### src/rtl/norm_agc_pkg.sv
// Shared types, register offsets, field positions and reset defaults for the I/Q normalizer AGC.
package norm_agc_pkg;

    typedef enum logic [1:0] {
        IDLE   = 2'd0,
        ACCUM  = 2'd1,
        UPDATE = 2'd2,
        HOLD   = 2'd3
    } agc_state_e;

    localparam int unsigned REG_CTRL     = 0;
    localparam int unsigned REG_TARGET   = 1;
    localparam int unsigned REG_WIN      = 2;
    localparam int unsigned REG_STEP     = 3;
    localparam int unsigned REG_GAIN_LIM = 4;
    localparam int unsigned REG_GAIN_INI = 5;
    localparam int unsigned REG_STATUS   = 6;
    localparam int unsigned REG_STAT     = 7;
    localparam int unsigned NUM_REGS     = 8;

    localparam int unsigned CTRL_EN_BIT     = 0;
    localparam int unsigned CTRL_FREEZE_BIT = 1;
    localparam int unsigned CTRL_LOAD_BIT   = 2;
    localparam int unsigned FIELD_W         = 16;
    localparam int unsigned WIN_W           = 4;
    localparam int unsigned STATUS_LOCK_BIT = 16;
    localparam int unsigned STATUS_ST_LSB   = 17;

    localparam logic [15:0]      TARGET_RST   = 16'd1024;
    localparam logic [15:0]      HYST_RST     = 16'd16;
    localparam logic [WIN_W-1:0] WIN_LOG2_RST = 4'd6;
    localparam logic [15:0]      HOLD_RST     = 16'd8;
    localparam logic [15:0]      STEP_RST     = 16'd4;
    localparam logic [15:0]      GAIN_MIN_RST = 16'h0010;
    localparam logic [15:0]      GAIN_MAX_RST = 16'h1000;

    typedef struct packed {
        logic              en;
        logic              freeze;
        logic [15:0]       target;
        logic [15:0]       hyst;
        logic [WIN_W-1:0]  win_log2;
        logic [15:0]       hold;
        logic [15:0]       step;
        logic [15:0]       gain_min;
        logic [15:0]       gain_max;
        logic [15:0]       gain_init;
    } agc_cfg_t;

endpackage

### src/rtl/intbus_interf.sv
// Simple synchronous word bus: single-cycle writes, reads return rdata/rvalid one cycle later.
interface intbus_interf;
    logic [31:0] addr;
    logic [31:0] wdata;
    logic        wr;
    logic        rd;
    logic [31:0] rdata;
    logic        rvalid;

    modport master (output addr, wdata, wr, rd, input rdata, rvalid);
    modport slave  (input addr, wdata, wr, rd, output rdata, rvalid);
endinterface

### src/rtl/norm_agc_regs.sv
// Register file for the AGC: bus decode, config storage, self-clearing load, STATUS/STAT read mux.
module norm_agc_regs
    import norm_agc_pkg::*;
#(
    parameter int unsigned       BASEADDR = 0,
    parameter int unsigned       WIDTH    = 12,
    parameter int unsigned       GWIDTH   = 16,
    parameter logic [GWIDTH-1:0] GAIN_RST = GWIDTH'(16'h0100)
) (
    input  logic              clk,
    input  logic              resetn,
    intbus_interf.slave       bus,
    input  logic [GWIDTH-1:0] gain,
    input  logic              lock,
    input  agc_state_e        state,
    input  logic [31:0]       stat_word,
    output agc_cfg_t          cfg,
    output logic              load,
    output logic              stat_rd_c
);

    logic [31:0] off_c;
    logic        hit_c;
    logic [2:0]  idx_c;
    logic [31:0] rd_mux_c;

    // Addresses below BASEADDR wrap to large offsets and miss.
    assign off_c     = bus.addr - 32'(BASEADDR);
    assign hit_c     = off_c < 32'(NUM_REGS);
    assign idx_c     = off_c[2:0];
    assign stat_rd_c = bus.rd && hit_c && (idx_c == 3'(REG_STAT));

    always_comb begin
        rd_mux_c = '0;
        case (idx_c)
            3'(REG_CTRL): begin
                rd_mux_c[CTRL_EN_BIT]     = cfg.en;
                rd_mux_c[CTRL_FREEZE_BIT] = cfg.freeze;
            end
            3'(REG_TARGET):   rd_mux_c = {cfg.hyst, cfg.target};
            3'(REG_WIN):      rd_mux_c = {cfg.hold, 12'd0, cfg.win_log2};
            3'(REG_STEP):     rd_mux_c = {16'd0, cfg.step};
            3'(REG_GAIN_LIM): rd_mux_c = {cfg.gain_max, cfg.gain_min};
            3'(REG_GAIN_INI): rd_mux_c = {16'd0, cfg.gain_init};
            3'(REG_STATUS): begin
                rd_mux_c[15:0]                              = 16'(gain);
                rd_mux_c[STATUS_LOCK_BIT]                   = lock;
                rd_mux_c[STATUS_ST_LSB+1:STATUS_ST_LSB]     = state;
            end
            default:          rd_mux_c = stat_word;
        endcase
    end

    always_ff @(posedge clk or negedge resetn) begin
        if (!resetn) begin
            cfg.en        <= 1'b0;
            cfg.freeze    <= 1'b0;
            cfg.target    <= TARGET_RST;
            cfg.hyst      <= HYST_RST;
            cfg.win_log2  <= WIN_LOG2_RST;
            cfg.hold      <= HOLD_RST;
            cfg.step      <= STEP_RST;
            cfg.gain_min  <= GAIN_MIN_RST;
            cfg.gain_max  <= GAIN_MAX_RST;
            cfg.gain_init <= 16'(GAIN_RST);
            load          <= 1'b0;
            bus.rdata     <= '0;
            bus.rvalid    <= 1'b0;
        end else begin
            load       <= 1'b0;
            bus.rvalid <= bus.rd && hit_c;
            if (bus.rd && hit_c) begin
                bus.rdata <= rd_mux_c;
            end
            if (bus.wr && hit_c) begin
                case (idx_c)
                    3'(REG_CTRL): begin
                        cfg.en     <= bus.wdata[CTRL_EN_BIT];
                        cfg.freeze <= bus.wdata[CTRL_FREEZE_BIT];
                        load       <= bus.wdata[CTRL_LOAD_BIT];
                    end
                    3'(REG_TARGET): begin
                        cfg.target <= 16'(bus.wdata[WIDTH-1:0]);
                        cfg.hyst   <= bus.wdata[31:16];
                    end
                    3'(REG_WIN): begin
                        cfg.win_log2 <= bus.wdata[WIN_W-1:0];
                        cfg.hold     <= bus.wdata[31:16];
                    end
                    3'(REG_STEP):     cfg.step <= 16'(bus.wdata[GWIDTH-1:0]);
                    3'(REG_GAIN_LIM): begin
                        cfg.gain_min <= bus.wdata[FIELD_W-1:0];
                        cfg.gain_max <= bus.wdata[31:16];
                    end
                    3'(REG_GAIN_INI): cfg.gain_init <= 16'(bus.wdata[GWIDTH-1:0]);
                    default: ;
                endcase
            end
        end
    end

endmodule

### src/rtl/norm_agc_ctrl.sv
// Closed-loop AGC for the I/Q normalizer: windowed mean |I|+|Q| vs target, saturating gain steps with hysteresis.
// Optional peak/window statistics at offset 7 are built only when NORM_AGC_STAT_EN is defined.
module norm_agc_ctrl
    import norm_agc_pkg::*;
#(
    parameter int unsigned       BASEADDR     = 0,
    parameter int unsigned       WIDTH        = 12,
    parameter int unsigned       GWIDTH       = 16,
    parameter int unsigned       GFRAC        = 8,
    parameter int unsigned       MAX_WIN_LOG2 = 10,
    parameter logic [GWIDTH-1:0] GAIN_RST     = GWIDTH'(16'h0100)
) (
    input  logic              clk,
    input  logic              resetn,
    intbus_interf.slave       bus,
    input  logic [WIDTH-1:0]  i_in,
    input  logic [WIDTH-1:0]  q_in,
    input  logic              valid_in,
    output logic [GWIDTH-1:0] gain,
    output logic              norm_we,
    output logic              lock
);

    localparam int unsigned ACCW = WIDTH + 1 + MAX_WIN_LOG2;
    localparam int unsigned CNTW = MAX_WIN_LOG2 + 1;
    localparam int unsigned CX   = ((WIDTH > 16) ? WIDTH : 16) + 3;
    localparam int unsigned GX   = ((GWIDTH > 16) ? GWIDTH : 16) + 2;
    localparam int unsigned unused_gfrac = GFRAC;

    agc_cfg_t          cfg;
    logic              load;
    logic              stat_rd_c;
    logic [31:0]       stat_word;

    agc_state_e        state, state_nxt;
    logic [ACCW-1:0]   acc, acc_nxt;
    logic [CNTW-1:0]   cnt, cnt_nxt;
    logic [WIN_W-1:0]  win, win_nxt;
    logic [15:0]       hold_cnt, hold_cnt_nxt;
    logic [15:0]       tgt, tgt_nxt, hys, hys_nxt, stp, stp_nxt;
    logic [GWIDTH-1:0] gain_nxt;
    logic              lock_nxt;
    logic              enter_c;

    logic [WIDTH-1:0]  mag_c;
    logic [CNTW-1:0]   win_len_c;
    logic [WIN_W-1:0]  win_clamp_c;
    logic signed [CX-1:0] mean_c, hi_c, lo_c;
    logic signed [GX-1:0] g_x, dn_x, up_x, min_x, max_x;
    logic [GWIDTH-1:0] gain_dn_c, gain_up_c;

    norm_agc_regs #(
        .BASEADDR (BASEADDR),
        .WIDTH    (WIDTH),
        .GWIDTH   (GWIDTH),
        .GAIN_RST (GAIN_RST)
    ) u_regs (
        .clk       (clk),
        .resetn    (resetn),
        .bus       (bus),
        .gain      (gain),
        .lock      (lock),
        .state     (state),
        .stat_word (stat_word),
        .cfg       (cfg),
        .load      (load),
        .stat_rd_c (stat_rd_c)
    );

    // Most-negative input saturates so |x| always fits in WIDTH-1 bits.
    function automatic logic [WIDTH-1:0] sat_abs(input logic [WIDTH-1:0] x);
        logic [WIDTH-1:0] most_neg;
        most_neg = {1'b1, {(WIDTH-1){1'b0}}};
        if (x == most_neg) return ~most_neg;
        return x[WIDTH-1] ? -x : x;
    endfunction

    assign mag_c       = sat_abs(i_in) + sat_abs(q_in);
    assign win_len_c   = CNTW'(1) << win;
    assign win_clamp_c = (32'(cfg.win_log2) > MAX_WIN_LOG2) ? WIN_W'(MAX_WIN_LOG2) : cfg.win_log2;

    assign mean_c = CX'(acc >> win);
    assign hi_c   = CX'(tgt) + CX'(hys);
    assign lo_c   = CX'(tgt) - CX'(hys);

    assign g_x       = GX'(gain);
    assign dn_x      = g_x - GX'(stp);
    assign up_x      = g_x + GX'(stp);
    assign min_x     = GX'(cfg.gain_min);
    assign max_x     = GX'(cfg.gain_max);
    assign gain_dn_c = (dn_x < min_x) ? GWIDTH'(min_x) : GWIDTH'(dn_x);
    assign gain_up_c = (up_x > max_x) ? GWIDTH'(max_x) : GWIDTH'(up_x);

    // Next-state and gain decision; load and en override the normal window flow.
    always_comb begin
        state_nxt    = state;
        acc_nxt      = acc;
        cnt_nxt      = cnt;
        win_nxt      = win;
        hold_cnt_nxt = hold_cnt;
        tgt_nxt      = tgt;
        hys_nxt      = hys;
        stp_nxt      = stp;
        gain_nxt     = gain;
        lock_nxt     = lock;
        enter_c      = 1'b0;

        case (state)
            IDLE: begin
                if (cfg.en) enter_c = 1'b1;
            end
            ACCUM: begin
                if (valid_in) begin
                    acc_nxt = acc + ACCW'(mag_c);
                    cnt_nxt = cnt + CNTW'(1);
                    if (cnt == win_len_c - CNTW'(1)) state_nxt = UPDATE;
                end
            end
            UPDATE: begin
                if (mean_c > hi_c) begin
                    lock_nxt = 1'b0;
                    if (!cfg.freeze) gain_nxt = gain_dn_c;
                end else if (mean_c < lo_c) begin
                    lock_nxt = 1'b0;
                    if (!cfg.freeze) gain_nxt = gain_up_c;
                end else begin
                    lock_nxt = 1'b1;
                end
                hold_cnt_nxt = '0;
                if (cfg.hold == 16'd0) enter_c = 1'b1;
                else                   state_nxt = HOLD;
            end
            HOLD: begin
                hold_cnt_nxt = hold_cnt + 16'd1;
                if ((17'(hold_cnt) + 17'd1) >= 17'(cfg.hold)) enter_c = 1'b1;
            end
            default: state_nxt = IDLE;
        endcase

        if (load) begin
            gain_nxt  = GWIDTH'(cfg.gain_init);
            lock_nxt  = lock;
            enter_c   = cfg.en;
            state_nxt = IDLE;
        end

        // Window parameters are sampled on every ACCUM entry so mid-window writes apply next window.
        if (enter_c) begin
            state_nxt = ACCUM;
            acc_nxt   = '0;
            cnt_nxt   = '0;
            win_nxt   = win_clamp_c;
            tgt_nxt   = cfg.target;
            hys_nxt   = cfg.hyst;
            stp_nxt   = cfg.step;
        end

        if (!cfg.en) begin
            state_nxt = IDLE;
            acc_nxt   = '0;
            cnt_nxt   = '0;
        end
    end

    always_ff @(posedge clk or negedge resetn) begin
        if (!resetn) begin
            state    <= IDLE;
            acc      <= '0;
            cnt      <= '0;
            win      <= WIN_LOG2_RST;
            hold_cnt <= '0;
            tgt      <= TARGET_RST;
            hys      <= HYST_RST;
            stp      <= STEP_RST;
            gain     <= GAIN_RST;
            norm_we  <= 1'b0;
            lock     <= 1'b0;
        end else begin
            state    <= state_nxt;
            acc      <= acc_nxt;
            cnt      <= cnt_nxt;
            win      <= win_nxt;
            hold_cnt <= hold_cnt_nxt;
            tgt      <= tgt_nxt;
            hys      <= hys_nxt;
            stp      <= stp_nxt;
            gain     <= gain_nxt;
            norm_we  <= (gain_nxt != gain);
            lock     <= lock_nxt;
        end
    end

`ifdef NORM_AGC_STAT_EN
    logic [WIDTH-1:0] peak;
    logic [15:0]      win_done;

    // Peak restarts from the current sample when STAT is read.
    always_ff @(posedge clk or negedge resetn) begin
        if (!resetn) begin
            peak     <= '0;
            win_done <= '0;
        end else begin
            if (stat_rd_c)                  peak <= valid_in ? mag_c : '0;
            else if (valid_in && mag_c > peak) peak <= mag_c;
            if (state == UPDATE) win_done <= win_done + 16'd1;
        end
    end

    assign stat_word = {win_done, 16'(peak)};
`else
    logic unused_stat_rd;
    assign unused_stat_rd = stat_rd_c;
    assign stat_word      = '0;
`endif

endmodule

### src/flat_wrapper.sv
// flat-port wrapper written by rule: the top's interface ports become plain ports
module norm_agc_ctrl_flat import norm_agc_pkg::*;
#(
    parameter int unsigned       BASEADDR     = 0,
    parameter int unsigned       WIDTH        = 12,
    parameter int unsigned       GWIDTH       = 16,
    parameter int unsigned       GFRAC        = 8,
    parameter int unsigned       MAX_WIN_LOG2 = 10,
    parameter logic [GWIDTH-1:0] GAIN_RST     = GWIDTH'(16'h0100)
)
  (clk, resetn, i_in, q_in, valid_in, gain, norm_we, lock, bus_addr, bus_wdata, bus_wr, bus_rd, bus_rdata, bus_rvalid);
  intbus_interf bus_i ();
  input  logic clk;
  input  logic resetn;
  input  logic [WIDTH-1:0] i_in;
  input  logic [WIDTH-1:0] q_in;
  input  logic valid_in;
  output logic [GWIDTH-1:0] gain;
  output logic norm_we;
  output logic lock;
  input wire logic [$bits(bus_i.addr)-1:0] bus_addr;
  input wire logic [$bits(bus_i.wdata)-1:0] bus_wdata;
  input wire logic [$bits(bus_i.wr)-1:0] bus_wr;
  input wire logic [$bits(bus_i.rd)-1:0] bus_rd;
  output wire logic [$bits(bus_i.rdata)-1:0] bus_rdata;
  output wire logic [$bits(bus_i.rvalid)-1:0] bus_rvalid;
  assign bus_i.addr = bus_addr;
  assign bus_i.wdata = bus_wdata;
  assign bus_i.wr = bus_wr;
  assign bus_i.rd = bus_rd;
  assign bus_rdata = bus_i.rdata;
  assign bus_rvalid = bus_i.rvalid;
  norm_agc_ctrl #(.BASEADDR(BASEADDR), .WIDTH(WIDTH), .GWIDTH(GWIDTH), .GFRAC(GFRAC), .MAX_WIN_LOG2(MAX_WIN_LOG2), .GAIN_RST(GAIN_RST)) u_core (.clk(clk), .resetn(resetn), .bus(bus_i), .i_in(i_in), .q_in(q_in), .valid_in(valid_in), .gain(gain), .norm_we(norm_we), .lock(lock));
endmodule
### config.mk
export PLATFORM = sky130hd
export DESIGN_NAME = norm_agc_ctrl_flat
export DESIGN_NICKNAME = d
export VERILOG_FILES = /design/src/rtl/norm_agc_pkg.sv /design/src/rtl/intbus_interf.sv /design/src/rtl/norm_agc_regs.sv /design/src/rtl/norm_agc_ctrl.sv /design/src/flat_wrapper.sv
export SDC_FILE = /design/constraint.sdc
export NUM_CORES = 1
export LEC_CHECK = 0
export CAP_MARGIN = 30
export CORE_AREA = 2 2 250 178
export CTS_BUF_LIST = sky130_fd_sc_hd__clkbuf_4
export DETAILED_ROUTE_END_ITERATION = 16
export DIE_AREA = 0 0 252 180
export PLACE_DENSITY = 0.78
export SLEW_MARGIN = 20
export SYNTH_ARGS = -nofsm -noshare
export SYNTH_HDL_FRONTEND = slang
export SYNTH_HIERARCHICAL = 1
export SYNTH_SLANG_ARGS = --single-unit
### constraint.sdc
create_clock -name clk -period 13.4 [get_ports clk]
set_input_delay 1.34 -clock clk [delete_from_list [all_inputs] [get_ports clk]]
set_output_delay 1.34 -clock clk [all_outputs]
set_load 0.01 [all_outputs]
==> run metrics <==
status=complete, no violations; Clock Path Buffers=3; Final Setup Violations=0; Core Box Area=0.0431 sq mm; Avg Cell Area, Syn=between 9 and 10 sq um; initial antenna violation count=3; WP data arrival=~7.5 ns; RSZ-0062 raised after global routing=no; number of global-route vias before repair=17.2k; Comb pwr share=between 10% and 20%; pwr dens=approximately 74 mW/mm^2; largest net degree at the start of global routing=roughly 120; die height=180 um; Sw Ratio=27.4%; die width=approximately 250 um; Crit path largest cell delay=0.55 ns; net switching power=between 0.0004 and 0.0005 W; DRT Wirelength=between 60 and 70 mm; Max VDD drop=roughly 0.000044 V; actual slew at the worst max-slew pin=0.971 ns; clock share of power=around 43%; first-pass iteration count of the detailed router=6; layout cells sized above 1=15.7%; H-tree levels=3; Vias=approximately 18k; insertion delay to the later sink of the worst-skew pair=between 0.7 and 0.8 ns; startpoint type of the worst setup path=flop; RD Place Congestion=0.997; Post-Syn Area=0.0205 sq mm; CP max stage cell=o41ai_1; element type at the critical path end=flop; Max transition margin=34.7%; TritonCTS clock tree=done; Num CTS Buffers=72; vias per cell=~6; num rows=64; Gate Count Post-Synth=2193; setup_tns=0 ns; crit path kind=reg2reg; Max Freq=around 140 MHz; post-CTS sizing=0; initial DRC count=2117; count of final max-slew check failures=0; Critical Path RT=approximately 14 ns; internal power=~0.0013 W; Seq pwr share=between 40% and 50%; Tot GR Track Use=between 20% and 30%; WP buf/inv=3; Pleak=10.4 nW; post-route minimum period=~6.9 ns; cts hold-fix bufs=0; clk sink count=270; CP top delay family=compound AO/OA/AOI/OAI gates; Reg clk slew, reported paths=0.06 ns; MaxCap Viol Count=0; Setup Fix Bufs, Post-CTS=0; clk root buf=clkbuf_4; antenna-violating nets left=0; most frequent cell on the critical path=a21oi_1; Final Core Density=between 50% and 60%; HP Class=reg2reg; worst-path maximum fanout=24; starting density of the core=between 40 and 50%; grt ovf=0; global-route wire length before repair=between 90 and 100 mm; fin crit share=around half; Final #Nets=approximately 2.6k; Syn-to-layout area delta=14.4%; # port buffers=between 100 and 150; DR WL/cell=~22 um; hpwl dp=49.1 mm; I/O pin count=between 100 and 150; Final Hold Vio Count=0; worst clock skew=about 0.057 ns; Die Area=approximately 0.045 sq mm; Post-route DRC=0; Ys Warns=6
layer usage:
metal | global-route usage [%] | share of wire, %
met1 | 43.3 | 46
met2 | 37.9 | 40
met3 | 9.61 | 13
met4 | 6.06 | 1.3
met5 | 0 | 0
flip-flops by register name, summed over array words and instances, names as in the netlist, 11 cells and up:
name / flops
u_core/acc: 23
u_core/cnt: 11
u_core/gain: 16
u_core/hold_cnt: 16
u_core/hys: 16
u_core/stp: 16
u_core/tgt: 16
u_core/u_regs/bus.rdata: 32
u_core/u_regs/cfg: 114
worst min-delay path, cell delays in order (launching register included):
cell	delay, ns
dfrtp_1	0.34
nand2_1	0.04
o21ai_0	0.06
stage by stage:
stage | hold slack, ns | total power (W) | std cells | instance area (sq um) | setup WS (ns)
2_1_floorplan | 0.473 | 0.000928 | 2227 | 20600 | 7.73
3_3_place_gp | 0.461 | 0.000999 | 2843 | 22400 | 6.89
3_5_place_dp | 0.466 | 0.00101 | 2845 | 22500 | 6.72
4_1_cts | 0.482 | 0.00175 | 2973 | 23400 | 6.66
5_1_grt | 0.511 | 0.00182 | 2977 | 23400 | 6.04
6_report | 0.475 | 0.00174 | 2978 | 23400 | 6.50
path summary, 6_finish.rpt:
kind / start / to / slack, ns / depth (start not counted)
hold / removal: u_core/u_regs/bus.rdata[28] / u_core/u_regs/bus.rdata[28] / 0.47 / 2
setup / recovery: u_core/hys[2] / u_core/norm_we / 6.50 / 27
hold reg to reg: u_core/u_regs/bus.rdata[28] / u_core/u_regs/bus.rdata[28] / 0.47 / 2
min in group asynchronous: resetn / u_core/u_regs/cfg[62] / 0.65 / 1
max in group asynchronous: resetn / u_core/win[1] / 11.36 / 3
setup reg to reg: u_core/hys[2] / u_core/norm_we / 6.50 / 27
cells in the final DEF (no fill, tap or decap), drive strengths merged, types with 36 or more instances in the layout:
cell and count:
dfrtp 255, mux2 188, nand2 179, ha 174, inv 161, clkdlybuf4s50 140, nor2 140, a21oi 123
o21ai 120, clkbuf 103, xnor2 93, mux2i 52, nand3 42, xor2 41, conb 36, nor3 36
area by class of cell:
cell class	count	area, sq um
fill	3812	19700
sequential	270	6780
antenna	2	5.00
clock buffer	103	773
tap	561	702
clock inverter	25	131
timing repair buffer	171	1700
inverter	159	597
multi-input combinational	1687	12700
power groups by stage:
stage / Combinational [W] / Sequential, W / Clock, W
floorplan: 0.0000970 / 0.000832 / 0
global placement: 0.000167 / 0.000831 / 0
detailed placement: 0.000174 / 0.000831 / 0
CTS: 0.000175 / 0.000816 / 0.000763
global route: 0.000196 / 0.000816 / 0.000809
finish: 0.000178 / 0.000816 / 0.000749
Note: power is estimated with default switching activity, not from simulation.
